**config.mk**
```make
export PLATFORM = sky130hd
export DESIGN_NAME = pattern_counter
export DESIGN_NICKNAME = d
export VERILOG_FILES = /design/src/rtl/pattern_counter_pkg.sv /design/src/rtl/sat_counter.sv /design/src/rtl/pattern_counter.sv
export SDC_FILE = /design/constraint.sdc
export NUM_CORES = 1
export LEC_CHECK = 0
export ABC_CLOCK_PERIOD_IN_PS = 2400
export CORE_MARGIN = 2
export CORE_UTILIZATION = 49
export DETAILED_ROUTE_END_ITERATION = 16
export PLACE_DENSITY_LB_ADDON = 0.1
export SLEW_MARGIN = 10
export SYNTH_ARGS = -nofsm -noshare
export SYNTH_HDL_FRONTEND = slang
export SYNTH_SLANG_ARGS = --single-unit
```
**constraint.sdc**
```tcl
create_clock -name clk_i -period 2.4 [get_ports clk_i]
set_input_delay 0.36 -clock clk_i [delete_from_list [all_inputs] [get_ports clk_i]]
set_output_delay 0.36 -clock clk_i [all_outputs]
set_load 0.03 [all_outputs]
```
**src/rtl/pattern_counter_pkg.sv**
```systemverilog
// Shared types and parameter limits for the serial pattern counter.
package pattern_counter_pkg;

  typedef enum logic [1:0] {
    StIdle  = 2'd0,
    StFill  = 2'd1,
    StArmed = 2'd2
  } pc_state_e;

  localparam int unsigned PatWMin = 1;
  localparam int unsigned PatWMax = 32;
  localparam int unsigned CntWMin = 2;
  localparam int unsigned CntWMax = 32;

endpackage

```
**src/rtl/sat_counter.sv**
```systemverilog
// Saturating match counter with a sticky flag set on reaching all-ones.
module sat_counter #(
  parameter int unsigned CNT_W = 8
) (
  input  logic             clk_i,
  input  logic             rst_ni,
  input  logic             clr_i,
  input  logic             inc_i,
  output logic [CNT_W-1:0] count_o,
  output logic             sat_o
);

  localparam logic [CNT_W-1:0] CntMax = '1;

  logic [CNT_W-1:0] count_q, count_d;
  logic             sat_q, sat_d;

  always_comb begin
    count_d = count_q;
    sat_d   = sat_q;
    if (clr_i) begin
      // Clear wins, but a coincident increment still counts as the first event.
      count_d = {{(CNT_W-1){1'b0}}, inc_i};
      sat_d   = 1'b0;
    end else if (inc_i && (count_q != CntMax)) begin
      count_d = count_q + 1'b1;
      if (count_d == CntMax) begin
        sat_d = 1'b1;
      end
    end
  end

  always_ff @(posedge clk_i or negedge rst_ni) begin
    if (!rst_ni) begin
      count_q <= '0;
      sat_q   <= 1'b0;
    end else begin
      count_q <= count_d;
      sat_q   <= sat_d;
    end
  end

  assign count_o = count_q;
  assign sat_o   = sat_q;

endmodule

```
**src/rtl/pattern_counter.sv**
```systemverilog
// Serial pattern counter: matches a programmable PAT_W-bit pattern in a qualified
// bit stream and counts occurrences, with overlapping or non-overlapping detection.
module pattern_counter
  import pattern_counter_pkg::*;
#(
  parameter int unsigned PAT_W = 4,
  parameter int unsigned CNT_W = 8
) (
  input  logic             clk_i,
  input  logic             rst_ni,
  input  logic             cfg_load_i,
  input  logic [PAT_W-1:0] cfg_pattern_i,
  input  logic             cfg_overlap_i,
  input  logic             cnt_clr_i,
  input  logic             in_valid_i,
  input  logic             cin_i,
  output logic             match_o,
  output logic [CNT_W-1:0] count_o,
  output logic             sat_o,
  output logic             armed_o
);

  localparam int unsigned     FillW    = $clog2(PAT_W + 1);
  localparam logic [FillW-1:0] FillLast = FillW'(PAT_W - 1);
  localparam logic [FillW-1:0] FillFull = FillW'(PAT_W);

  if (PAT_W < PatWMin || PAT_W > PatWMax) begin : gen_bad_pat_w
    $error("PAT_W out of range");
  end
  if (CNT_W < CntWMin || CNT_W > CntWMax) begin : gen_bad_cnt_w
    $error("CNT_W out of range");
  end

  pc_state_e        state_q, state_d;
  logic [PAT_W-1:0] pattern_q, pattern_d;
  logic             overlap_q, overlap_d;
  logic [PAT_W-1:0] hist_q, hist_d;
  logic [PAT_W-1:0] hist_shift;
  logic [FillW-1:0] fill_q, fill_d;
  logic             match_q, match_d;
  logic             armed_q;
  logic             cnt_clr, cnt_inc;

  if (PAT_W == 1) begin : gen_hist_1
    assign hist_shift = cin_i;
  end else begin : gen_hist_n
    assign hist_shift = {hist_q[PAT_W-2:0], cin_i};
  end

  always_comb begin
    state_d   = state_q;
    pattern_d = pattern_q;
    overlap_d = overlap_q;
    hist_d    = hist_q;
    fill_d    = fill_q;
    match_d   = 1'b0;
    cnt_clr   = cnt_clr_i;
    cnt_inc   = 1'b0;

    if (cfg_load_i) begin
      // Reload restarts detection; a bit arriving in the same cycle is dropped.
      pattern_d = cfg_pattern_i;
      overlap_d = cfg_overlap_i;
      hist_d    = '0;
      fill_d    = '0;
      cnt_clr   = 1'b1;
      state_d   = StFill;
    end else if (in_valid_i) begin
      unique case (state_q)
        StIdle: ;
        StFill: begin
          hist_d = hist_shift;
          if (fill_q == FillLast) begin
            fill_d  = FillFull;
            state_d = StArmed;
            match_d = (hist_shift == pattern_q);
          end else begin
            fill_d = fill_q + 1'b1;
          end
        end
        StArmed: begin
          hist_d  = hist_shift;
          match_d = (hist_shift == pattern_q);
        end
        default: state_d = StIdle;
      endcase

      if (match_d) begin
        cnt_inc = 1'b1;
        if (!overlap_q) begin
          // Non-overlapping: the matched bits may not start the next occurrence.
          fill_d  = '0;
          state_d = StFill;
        end
      end
    end
  end

  always_ff @(posedge clk_i or negedge rst_ni) begin
    if (!rst_ni) begin
      state_q   <= StIdle;
      pattern_q <= '0;
      overlap_q <= 1'b0;
      hist_q    <= '0;
      fill_q    <= '0;
      match_q   <= 1'b0;
      armed_q   <= 1'b0;
    end else begin
      state_q   <= state_d;
      pattern_q <= pattern_d;
      overlap_q <= overlap_d;
      hist_q    <= hist_d;
      fill_q    <= fill_d;
      match_q   <= match_d;
      armed_q   <= (state_d == StArmed);
    end
  end

  sat_counter #(
    .CNT_W (CNT_W)
  ) u_sat_counter (
    .clk_i   (clk_i),
    .rst_ni  (rst_ni),
    .clr_i   (cnt_clr),
    .inc_i   (cnt_inc),
    .count_o (count_o),
    .sat_o   (sat_o)
  );

  assign match_o = match_q;
  assign armed_o = armed_q;

endmodule

```
==> impl_metrics.xml, run 1 <==
<?xml version="1.0" encoding="UTF-8"?>
<metrics>
  <group name="yosys">
    <metric name="synth-main-ff-cell" unit="">dfrtp_1</metric>
    <metric name="synth-edff-count" unit="">0</metric>
    <metric name="ys_async_sr_fraction" unit="%">100</metric>
    <metric name="synth-warning-count" unit="">0</metric>
    <metric name="synth_sequential_area_ratio" unit="%">43.9</metric>
    <metric name="synth_seq_cells" unit="">24</metric>
    <metric name="syn_inst" unit="">138</metric>
    <metric name="mappedNetlistArea" unit="um2">1370</metric>
    <metric name="net_count_after_synthesis" unit="">157</metric>
    <metric name="synth.avg_cell_area" unit="um2">9.92</metric>
    <metric name="post_synth_num_cell_types" unit="">39</metric>
  </group>
  <group name="layout">
    <metric name="synthToLayoutAreaGrowth" unit="%">22.1</metric>
    <metric name="final-instance-count-excl-fill" unit="">193</metric>
    <metric name="final_common_cell" unit="">dfrtp_1</metric>
    <metric name="layout_common_cells" unit="">dfrtp_1, clkdlybuf4s50_1, inv_1</metric>
    <metric name="design.final.nets" unit="">182</metric>
    <metric name="final_area" unit="um2">1670</metric>
    <metric name="post_route_cells_drive_above_1_share" unit="%">13.0</metric>
    <metric name="diodes" unit="">0</metric>
  </group>
  <group name="clocking">
    <metric name="clock_sinks" unit="">24</metric>
    <metric name="path_clk_slew" unit="ns">0.13</metric>
    <metric name="number_of_h_tree_branching_levels" unit="">1</metric>
    <metric name="clock_insertion_delay_worst_skew" unit="ns">0.32</metric>
    <metric name="clock_tree.root_cell" unit="">clkbuf_4</metric>
    <metric name="cts.path.max_buffers" unit="">2</metric>
    <metric name="tritoncts" unit="">built</metric>
    <metric name="cts_hold_repair.buffers" unit="">0</metric>
    <metric name="tritoncts.num_buffers" unit="">3</metric>
    <metric name="post_cts_buffers" unit="">0</metric>
  </group>
  <group name="worst_setup_path">
    <metric name="startpoint_type" unit="">register</metric>
    <metric name="critical_path_buf_inv_count" unit="">1</metric>
    <metric name="setup.worst_path.end_class" unit="">register</metric>
    <metric name="timing_worst_setup_path_type" unit="">reg -&gt; reg</metric>
    <metric name="worst-endpoint-arrival" unit="ns">2.49</metric>
    <metric name="critical_path.top_delay_family" unit="">simple AND/OR/NAND/NOR gates</metric>
    <metric name="slowest_stage" unit="">or4_1</metric>
    <metric name="cp_cell_sequence" unit="">inv_1, ha_1, nand2_2, or3_1, or4_1, a21oi_1</metric>
    <metric name="cp_slowest_stage_delay" unit="ns">0.53</metric>
    <metric name="timing.critical_path.fanout_max" unit="">10</metric>
    <metric name="cp.required" unit="ns">2.66</metric>
  </group>
  <group name="drt">
    <metric name="1st_pass_router_iterations" unit="">4</metric>
    <metric name="route.detailed.wl_per_inst" unit="um">15.7</metric>
    <metric name="num_vias" unit="">1125</metric>
    <metric name="drt_iter0_markers" unit="">36</metric>
    <metric name="viasPerCell" unit="">5.83</metric>
    <metric name="detail-route-antenna-nets" unit="">0</metric>
    <metric name="wirelength" unit="um">3030</metric>
    <metric name="detail_route.drc_violations" unit="">0</metric>
  </group>
  <group name="sta">
    <metric name="final.setup.worst_slack" unit="ns">0.165</metric>
    <metric name="final-setup-viol-count" unit="">0</metric>
    <metric name="hold_viol" unit="">0</metric>
    <metric name="worst_hold_slack" unit="ns">0.385</metric>
    <metric name="fmaxAchievable" unit="GHz">0.447</metric>
    <metric name="slew_headroom" unit="%">72.4</metric>
    <metric name="period_share" unit="%">93.1</metric>
    <metric name="rsz0062_at_grt" unit="">false</metric>
    <metric name="final_period_minus_worst_setup_slack" unit="ns">2.24</metric>
    <metric name="finalClockSkew" unit="ns">0.00912</metric>
    <metric name="fin_setup_tns" unit="ns">0</metric>
    <metric name="timing_worst_slew_pin_value" unit="ns">0.404</metric>
    <metric name="slew_viol_final" unit="">0</metric>
  </group>
  <group name="placement">
    <metric name="placed_area" unit="um2">1620</metric>
    <metric name="dp_slack" unit="ns">0.169</metric>
    <metric name="place.detailed.instances" unit="">189</metric>
    <metric name="hpwl" unit="um">2160</metric>
    <metric name="port_buffers" unit="">21</metric>
    <metric name="gpl.final_weighted_congestion" unit="">0.893</metric>
  </group>
  <group name="die">
    <metric name="die_x" unit="um">56.9</metric>
    <metric name="core_area" unit="um2">2710</metric>
    <metric name="die_y" unit="um">56.9</metric>
    <metric name="floorplan.die_area" unit="um2">3230</metric>
    <metric name="i_o_pin_count" unit="">22</metric>
    <metric name="fp-row-count" unit="">19</metric>
    <metric name="initial_utilization" unit="%">50.5</metric>
  </group>
  <group name="flow_run">
    <metric name="drv_cap" unit="">0</metric>
  </group>
  <group name="worst_hold_path">
    <metric name="min-delay-path-class" unit="">in -&gt; async</metric>
  </group>
  <group name="global_route">
    <metric name="grt_overflow" unit="">0</metric>
    <metric name="grtUsageTotal" unit="%">21.4</metric>
    <metric name="grt_start_max_net_pins" unit="">25</metric>
    <metric name="grt_first_pass_wirelength" unit="um">5370</metric>
    <metric name="grt_pass1_vias" unit="">1176</metric>
    <metric name="antenna_found_initial" unit="">0</metric>
  </group>
  <group name="power_and_ir_drop">
    <metric name="ir_worst_vdd" unit="uV">393</metric>
    <metric name="leakage" unit="nW">0.695</metric>
    <metric name="cellPowerDensity" unit="nW/um2">455</metric>
  </group>
  <group name="run_status">
    <metric name="result_of_the_run" unit="">completed</metric>
  </group>
</metrics>
==> metal layers <==
layer	part of all wire (%)	wire [um]	GRT usage (%)	vias up
li1	-	-	-	557
met1	46	1390	27.9	540
met2	50	1510	36.9	23
met3	2.9	89	2.30	5
met4	1.4	41	7.64	0
met5	0	0	0	-
==> cells by family (layout without fill, tap and decap cells) <==
family	count (synthesis)	after routing	synth area share, %
flip-flops	24	24	43.9
AND/OR/NAND/NOR	45	45	18.8
AO/OA/AOI/OAI	29	29	14.3
adder cells (fa/ha/maj)	8	8	7.31
buffers and inverters	18	42	5.57
XOR/XNOR	6	6	3.84
multiplexers	8	8	6.31
==> repair_timing <==
action / 4_1_cts / 5_1_grt
endpoints found under the setup margin: 0 / 3
gates resized for setup: 0 / 2
hold endpoints to repair: 0 / 0
==> synthesized netlist by cell type, types with 3 or more instances <==
library cell	number	area, um2
or3_1	5	31.3
mux2_2	5	56.3
clkbuf_1	3	11.3
ha_1	8	100
nor3_1	4	20.0
inv_1	12	45.0
a21oi_1	11	55.1
nand2_1	8	30.0
o41ai_1	3	26.3
and3_1	3	18.8
xor2_1	4	35.0
mux2i_1	3	30.0
nor4_1	6	37.5
dfrtp_1	24	601
nand3_1	6	30.0
==> state kept, by name, summed over array words and instances, names as in the netlist <==
register               cells
u_sat_counter.count_o      8
pattern_q                  4
fill_q                     3
hist_q                     3
state_q                    2
armed_o                    1
match_o                    1
overlap_q                  1
u_sat_counter.sat_o        1
==> per-stage QoR <==
| step | power (mW) | utilization, % |
|---|---|---|
| 4_1_cts | 0.770 | 61.3 |
| 3_3_place_gp | 0.550 | 59.9 |
| 6_report | 0.761 | 61.7 |
| 3_5_place_dp | 0.554 | 59.9 |
| 2_1_floorplan | 0.506 | - |
| 5_1_grt | 0.804 | 61.7 |
==> power by group <==
part	leakage [nW]	total, mW	internal, mW	switching [mW]
registers	0.316	0.435	0.420	0.0142
logic	0.358	0.114	0.0515	0.0621
clock network	0.0210	0.213	0.0928	0.120
==> layout make-up <==
type / instances / area (um2)
clock buffers: 4 / 36.3
fillers: 236 / 1040
inverters: 12 / 45.0
multi-input cells: 96 / 703
flip-flops and latches: 24 / 601
well taps: 31 / 38.8
repair buffers: 26 / 248
==> path summary, 6_finish.rpt <==
kind                            cells after the start  slack [ns]  startpoint                  endpoint
worst max register to register                      6        0.16  state_q[0]  u_sat_counter.count_o[1]
worst min register to register                      1        0.51   fill_q[0]                 fill_q[0]
worst max-delay path                                6        0.16  state_q[0]  u_sat_counter.count_o[1]
min in group clk_i                                  1        0.51   fill_q[0]                 fill_q[0]
max in group asynchronous                           2        1.77      rst_ni                 hist_q[0]
worst min-delay path                                2        0.39      rst_ni                   match_o
==> worst reg2reg max path, stage by stage, from the launching register on <==
cell     delay, ns
dfrtp_1       0.45
inv_1         0.09
ha_1          0.37
nand2_2       0.12
or3_1         0.48
or4_1         0.53
a21oi_1       0.13
Power figures use the tool's default switching activity.
==> run 2, diff against run 1 <==
CORE_UTILIZATION = 45   (was 49)
CTS_CLUSTER_DIAMETER = 60   (was unset)
PLACE_DENSITY = 0.66   (was unset)
PLACE_DENSITY_LB_ADDON = unset   (was 0.1)
==> impl_metrics.xml, run 2 (synthesis gave the netlist of run 1 again) <==
<?xml version="1.0" encoding="UTF-8"?>
<metrics>
  <group name="die">
    <metric name="die_y" unit="um">59.2</metric>
    <metric name="core_area" unit="um2">2980</metric>
    <metric name="die_x" unit="um">59.2</metric>
    <metric name="initial_utilization" unit="%">46.0</metric>
    <metric name="floorplan.die_area" unit="um2">3500</metric>
    <metric name="i_o_pin_count" unit="">22</metric>
    <metric name="fp-row-count" unit="">20</metric>
  </group>
  <group name="flow_run">
    <metric name="drv_cap" unit="">0</metric>
  </group>
  <group name="power_and_ir_drop">
    <metric name="leakage" unit="nW">0.695</metric>
    <metric name="cellPowerDensity" unit="nW/um2">453</metric>
    <metric name="finalPower" unit="mW">0.756</metric>
    <metric name="ir_worst_vdd" unit="uV">299</metric>
  </group>
  <group name="clocking">
    <metric name="clock_insertion_delay_worst_skew" unit="ns">0.31</metric>
    <metric name="cts.path.max_buffers" unit="">2</metric>
    <metric name="tritoncts.num_buffers" unit="">3</metric>
    <metric name="clock_tree.root_cell" unit="">clkbuf_4</metric>
    <metric name="clock_sinks" unit="">24</metric>
    <metric name="tritoncts" unit="">built</metric>
    <metric name="path_clk_slew" unit="ns">0.13</metric>
    <metric name="number_of_h_tree_branching_levels" unit="">1</metric>
  </group>
  <group name="drt">
    <metric name="1st_pass_router_iterations" unit="">4</metric>
    <metric name="viasPerCell" unit="">5.92</metric>
    <metric name="num_vias" unit="">1155</metric>
    <metric name="drt_iter0_markers" unit="">49</metric>
    <metric name="detail-route-antenna-nets" unit="">0</metric>
    <metric name="route.detailed.wl_per_inst" unit="um">14.9</metric>
    <metric name="wirelength" unit="um">2900</metric>
    <metric name="detail_route.drc_violations" unit="">0</metric>
  </group>
  <group name="layout">
    <metric name="post_route_cells_drive_above_1_share" unit="%">12.3</metric>
    <metric name="final_common_cell" unit="">dfrtp_1</metric>
    <metric name="design.final.nets" unit="">182</metric>
    <metric name="diodes" unit="">0</metric>
    <metric name="final_area" unit="um2">1670</metric>
    <metric name="layout_common_cells" unit="">dfrtp_1, clkdlybuf4s50_1, inv_1</metric>
    <metric name="largest_reg_flops" unit="">8</metric>
    <metric name="synthToLayoutAreaGrowth" unit="%">21.8</metric>
    <metric name="num-fill-cells" unit="">260</metric>
    <metric name="final-instance-count-excl-fill" unit="">195</metric>
    <metric name="finish.utilization" unit="%">56.0</metric>
  </group>
  <group name="sta">
    <metric name="worst_hold_slack" unit="ns">0.398</metric>
    <metric name="rsz0062_at_grt" unit="">false</metric>
    <metric name="fmaxAchievable" unit="GHz">0.449</metric>
    <metric name="fin_setup_tns" unit="ns">0</metric>
    <metric name="timing_worst_slew_pin_value" unit="ns">0.449</metric>
    <metric name="slew_headroom" unit="%">69.7</metric>
    <metric name="period_share" unit="%">92.9</metric>
    <metric name="hold_viol" unit="">0</metric>
    <metric name="final_period_minus_worst_setup_slack" unit="ns">2.23</metric>
    <metric name="finalClockSkew" unit="ns">0.00941</metric>
    <metric name="final-setup-viol-count" unit="">0</metric>
    <metric name="final.setup.worst_slack" unit="ns">0.171</metric>
    <metric name="slew_viol_final" unit="">0</metric>
  </group>
  <group name="global_route">
    <metric name="grtUsageTotal" unit="%">19.0</metric>
    <metric name="grt_pass1_vias" unit="">1217</metric>
    <metric name="grt_start_max_net_pins" unit="">25</metric>
    <metric name="antenna_found_initial" unit="">0</metric>
    <metric name="grt_overflow" unit="">0</metric>
    <metric name="grt_first_pass_wirelength" unit="um">5180</metric>
  </group>
  <group name="worst_setup_path">
    <metric name="worst-endpoint-arrival" unit="ns">2.48</metric>
    <metric name="timing.critical_path.fanout_max" unit="">10</metric>
    <metric name="timing_worst_setup_path_type" unit="">reg -&gt; reg</metric>
    <metric name="cp.required" unit="ns">2.65</metric>
    <metric name="cp_slowest_stage_delay" unit="ns">0.52</metric>
    <metric name="critical_path_buf_inv_count" unit="">1</metric>
    <metric name="slowest_stage" unit="">or4_1</metric>
    <metric name="cp_cell_sequence" unit="">inv_1, ha_1, nand2_2, or3_1, or4_1, a21oi_1</metric>
    <metric name="setup.worst_path.end_class" unit="">register</metric>
    <metric name="startpoint_type" unit="">register</metric>
    <metric name="critical_path.top_delay_family" unit="">simple AND/OR/NAND/NOR gates</metric>
  </group>
  <group name="placement">
    <metric name="port_buffers" unit="">21</metric>
    <metric name="placed_area" unit="um2">1630</metric>
    <metric name="dp_slack" unit="ns">0.174</metric>
    <metric name="place.detailed.instances" unit="">191</metric>
    <metric name="hpwl" unit="um">2130</metric>
    <metric name="gpl.final_weighted_congestion" unit="">0.820</metric>
  </group>
  <group name="run_status">
    <metric name="result_of_the_run" unit="">completed</metric>
  </group>
  <group name="worst_hold_path">
    <metric name="min-delay-path-class" unit="">in -&gt; async</metric>
  </group>
</metrics>
[run 2: cell counts in the layout (fill, tap and decap cells not counted)]
No cell type changed its count.
[run 2: path summary, 6_finish.rpt]
path | startpoint | cells after the start | endpoint | slack [ns]
min in group clk_i | fill_q[0] | 1 | fill_q[0] | 0.50
setup reg to reg | state_q[0] | 6 | u_sat_counter.count_o[1] | 0.17
hold reg to reg | fill_q[0] | 1 | fill_q[0] | 0.50
max in group asynchronous | rst_ni | 2 | u_sat_counter.count_o[6] | 1.77
hold / removal | rst_ni | 2 | u_sat_counter.count_o[3] | 0.40
setup / recovery | state_q[0] | 6 | u_sat_counter.count_o[1] | 0.17
[run 2: final cells by class]
type	instances	area, um2	area share [%]
inverter	12	45.0	2.70
tap	33	41.3	2.48
timing repair buffer	26	248	14.9
multi-input combinational	96	697	41.8
clock buffer	4	36.3	2.18
sequential	24	601	36.0
[run 2: report_power, final]
part	switching (mW)	internal (mW)	total, mW
Sequential	0.0139	0.420	0.434
Combinational	0.0603	0.0513	0.112
Clock	0.118	0.0925	0.210
Total	0.192	0.564	0.756
[run 2: timing repair]
action                     4_1_cts  5_1_grt
gates resized for setup          0        1
setup endpoints to repair        0        5
setup buffers                    0        0
hold buffers                     0        0
[run 2: metal layers]
metal  global-route usage (%)  up-vias  part of all wire, %
met4                     8.77        0                  1.1
met1                     24.0      565                   46
li1                         -      556                    -
met5                        0        -                    0
met3                     2.40        4                  3.2
met2                     32.4       30                   50
==> run 3, diff against run 2 <==
ABC_AREA = 1   (was unset)
==> impl_metrics.xml, run 3 <==
<?xml version="1.0" encoding="UTF-8"?>
<metrics>
  <group name="run_status">
    <metric name="result_of_the_run" unit="">completed</metric>
  </group>
  <group name="sta">
    <metric name="worst_hold_slack" unit="ns">0.380</metric>
    <metric name="period_share" unit="%">78.7</metric>
    <metric name="final_period_minus_worst_setup_slack" unit="ns">1.89</metric>
    <metric name="hold_viol" unit="">0</metric>
    <metric name="rsz0062_at_grt" unit="">false</metric>
    <metric name="timing_worst_slew_pin_value" unit="ns">0.325</metric>
    <metric name="fmaxAchievable" unit="GHz">0.529</metric>
    <metric name="slew_viol_final" unit="">0</metric>
    <metric name="slew_headroom" unit="%">78.3</metric>
    <metric name="finalClockSkew" unit="ns">0.00709</metric>
    <metric name="fin_setup_tns" unit="ns">0</metric>
    <metric name="final-setup-viol-count" unit="">0</metric>
  </group>
  <group name="placement">
    <metric name="port_buffers" unit="">21</metric>
    <metric name="placed_area" unit="um2">1690</metric>
    <metric name="hpwl" unit="um">2180</metric>
    <metric name="gpl.final_weighted_congestion" unit="">0.850</metric>
  </group>
  <group name="die">
    <metric name="fp-row-count" unit="">20</metric>
    <metric name="i_o_pin_count" unit="">22</metric>
    <metric name="die_y" unit="um">60.2</metric>
    <metric name="initial_utilization" unit="%">46.9</metric>
    <metric name="floorplan.die_area" unit="um2">3620</metric>
    <metric name="die_x" unit="um">60.2</metric>
    <metric name="core_area" unit="um2">3030</metric>
  </group>
  <group name="layout">
    <metric name="design.final.nets" unit="">229</metric>
    <metric name="layout_common_cells" unit="">nand2_1, dfrtp_1, inv_1</metric>
    <metric name="final_common_cell" unit="">nand2_1</metric>
    <metric name="post_route_cells_drive_above_1_share" unit="%">8.17</metric>
    <metric name="finish.utilization" unit="%">56.6</metric>
    <metric name="largest_reg_flops" unit="">8</metric>
    <metric name="diodes" unit="">0</metric>
    <metric name="final_area" unit="um2">1710</metric>
    <metric name="synthToLayoutAreaGrowth" unit="%">20.7</metric>
  </group>
  <group name="worst_setup_path">
    <metric name="worst-endpoint-arrival" unit="ns">1.53</metric>
    <metric name="cp.required" unit="ns">2.04</metric>
    <metric name="timing.critical_path.fanout_max" unit="">6</metric>
    <metric name="cp_slowest_stage_delay" unit="ns">0.72</metric>
    <metric name="critical_path_buf_inv_count" unit="">1</metric>
    <metric name="timing_worst_setup_path_type" unit="">reg -&gt; out</metric>
    <metric name="cp_cell_sequence" unit="">clkdlybuf4s50_1</metric>
    <metric name="critical_path.top_delay_family" unit="">buffers and inverters</metric>
    <metric name="startpoint_type" unit="">register</metric>
    <metric name="slowest_stage" unit="">clkdlybuf4s50_1</metric>
    <metric name="setup.worst_path.end_class" unit="">primary output</metric>
  </group>
  <group name="global_route">
    <metric name="grtUsageTotal" unit="%">18.1</metric>
    <metric name="grt_first_pass_wirelength" unit="um">4910</metric>
    <metric name="grt_pass1_vias" unit="">1168</metric>
    <metric name="antenna_found_initial" unit="">0</metric>
    <metric name="grt_overflow" unit="">0</metric>
    <metric name="grt_start_max_net_pins" unit="">25</metric>
  </group>
  <group name="drt">
    <metric name="viasPerCell" unit="">4.83</metric>
    <metric name="route.detailed.wl_per_inst" unit="um">11.3</metric>
    <metric name="drt_iter0_markers" unit="">81</metric>
    <metric name="wirelength" unit="um">2850</metric>
    <metric name="num_vias" unit="">1216</metric>
    <metric name="detail_route.drc_violations" unit="">0</metric>
    <metric name="1st_pass_router_iterations" unit="">4</metric>
    <metric name="detail-route-antenna-nets" unit="">0</metric>
  </group>
  <group name="yosys">
    <metric name="synth-edff-count" unit="">0</metric>
    <metric name="synth_largest_type_area_fraction" unit="%">42.3</metric>
    <metric name="synth-main-ff-cell" unit="">dfrtp_1</metric>
    <metric name="synth_sequential_area_ratio" unit="%">42.3</metric>
    <metric name="syn_inst" unit="">184</metric>
    <metric name="net_count_after_synthesis" unit="">203</metric>
    <metric name="post_synth_main_area_contributors" unit="">dfrtp_1, nand2_1, ha_1</metric>
    <metric name="synth_top_cell_by_area" unit="">dfrtp_1</metric>
    <metric name="post-synth-top-count-cell" unit="">nand2_1</metric>
    <metric name="post_synth_num_cell_types" unit="">24</metric>
    <metric name="synth_top_cells_by_count" unit="">nand2_1, dfrtp_1, inv_1, nand3_1</metric>
    <metric name="synth_seq_cells" unit="">24</metric>
    <metric name="synth.avg_cell_area" unit="um2">7.71</metric>
    <metric name="mappedNetlistArea" unit="um2">1420</metric>
    <metric name="synth-warning-count" unit="">0</metric>
    <metric name="ys_async_sr_fraction" unit="%">100</metric>
  </group>
  <group name="clocking">
    <metric name="tritoncts" unit="">built</metric>
    <metric name="clock_sinks" unit="">24</metric>
    <metric name="clock_insertion_delay_worst_skew" unit="ns">0.32</metric>
    <metric name="path_clk_slew" unit="ns">0.13</metric>
    <metric name="cts.path.max_buffers" unit="">2</metric>
    <metric name="number_of_h_tree_branching_levels" unit="">1</metric>
    <metric name="cts_hold_repair.buffers" unit="">0</metric>
    <metric name="post_cts_buffers" unit="">0</metric>
    <metric name="clock_tree.root_cell" unit="">clkbuf_4</metric>
    <metric name="ctsResizeCount" unit="">0</metric>
    <metric name="tritoncts.num_buffers" unit="">3</metric>
  </group>
  <group name="power_and_ir_drop">
    <metric name="finalPower" unit="mW">0.830</metric>
    <metric name="ir_worst_vdd" unit="uV">321</metric>
    <metric name="clkPwrFrac" unit="%">21.9</metric>
    <metric name="p_int" unit="mW">0.571</metric>
    <metric name="netSwitchingFraction" unit="%">31.2</metric>
    <metric name="p_switching" unit="mW">0.259</metric>
    <metric name="leakage" unit="nW">0.790</metric>
    <metric name="seq_power_share" unit="%">55.3</metric>
    <metric name="comb_power_share" unit="%">22.8</metric>
    <metric name="cellPowerDensity" unit="nW/um2">485</metric>
  </group>
  <group name="flow_run">
    <metric name="drv_cap" unit="">0</metric>
  </group>
  <group name="worst_hold_path">
    <metric name="min-delay-path-class" unit="">in -&gt; async</metric>
  </group>
</metrics>
-- run 3: cell types whose count changed in the layout (fill, tap and decap cells not counted), sizes merged, moves of 3 or more --
cell,previous run,this run
nand2,9,58
nor2,1,18
nand3,6,20
o21ai,2,16
inv,12,22
a21oi,11,5
nor4,6,0
mux2,5,0
or3,5,0
and3,3,0
buf,5,2
mux2i,3,0
o41ai,3,0
-- run 3: kinds of logic after synthesis --
group,Yosys count,share of synthesized area [%]
and+or+nand+nor,100,33.1
buffers and inverters,25,6.70
AOI/OAI and AO/OA,24,8.99
DFF,24,42.3
adders and majority gates,8,7.05
xor gates and xnor gates,3,1.85
-- run 3: worst paths after layout --
| path | start | endpoint | slack [ns] | cells after the start |
|---|---|---|---|---|
| min in group clk_i | u_sat_counter.sat_o | u_sat_counter.sat_o | 0.49 | 2 |
| max in group asynchronous | rst_ni | hist_q[0] | 1.78 | 2 |
| hold reg to reg | u_sat_counter.sat_o | u_sat_counter.sat_o | 0.49 | 2 |
| setup / recovery | u_sat_counter.count_o[2] | count_o[2] | 0.51 | 1 |
| hold / removal | rst_ni | fill_q[0] | 0.38 | 2 |
| setup reg to reg | state_q[0] | u_sat_counter.count_o[3] | 0.58 | 10 |
-- run 3: metal layers --
layer / GRT usage [%] / part of all wire, %
met5: 0 / 0
met4: 4.44 / 0.77
met3: 4.55 / 3.0
met2: 32.9 / 50
met1: 21.0 / 46
-- run 3: layout make-up --
class,count,area (um2)
clock buffer,3,22.5
fill,278,1320
inverter,23,86.3
multi-input combinational,135,723
sequential,24,601
tap,44,55.1
timing repair buffer,23,225
-- run 3: power by group through the flow --
| stage | Sequential [mW] | Combinational, mW | Clock [mW] |
|---|---|---|---|
| floorplan | 0.468 | 0.123 | 0 |
| global placement | 0.466 | 0.184 | 0 |
| detailed placement | 0.468 | 0.190 | 0 |
| CTS | 0.459 | 0.191 | 0.190 |
| global route | 0.465 | 0.217 | 0.205 |
| finish | 0.459 | 0.189 | 0.182 |
-- run 3: through the flow --
stage	setup WS [ns]	cells
detailed placement	0.587	249
floorplan	0.748	184
global route	0.382	252
global placement	0.613	249
CTS	0.501	252
finish	0.511	252
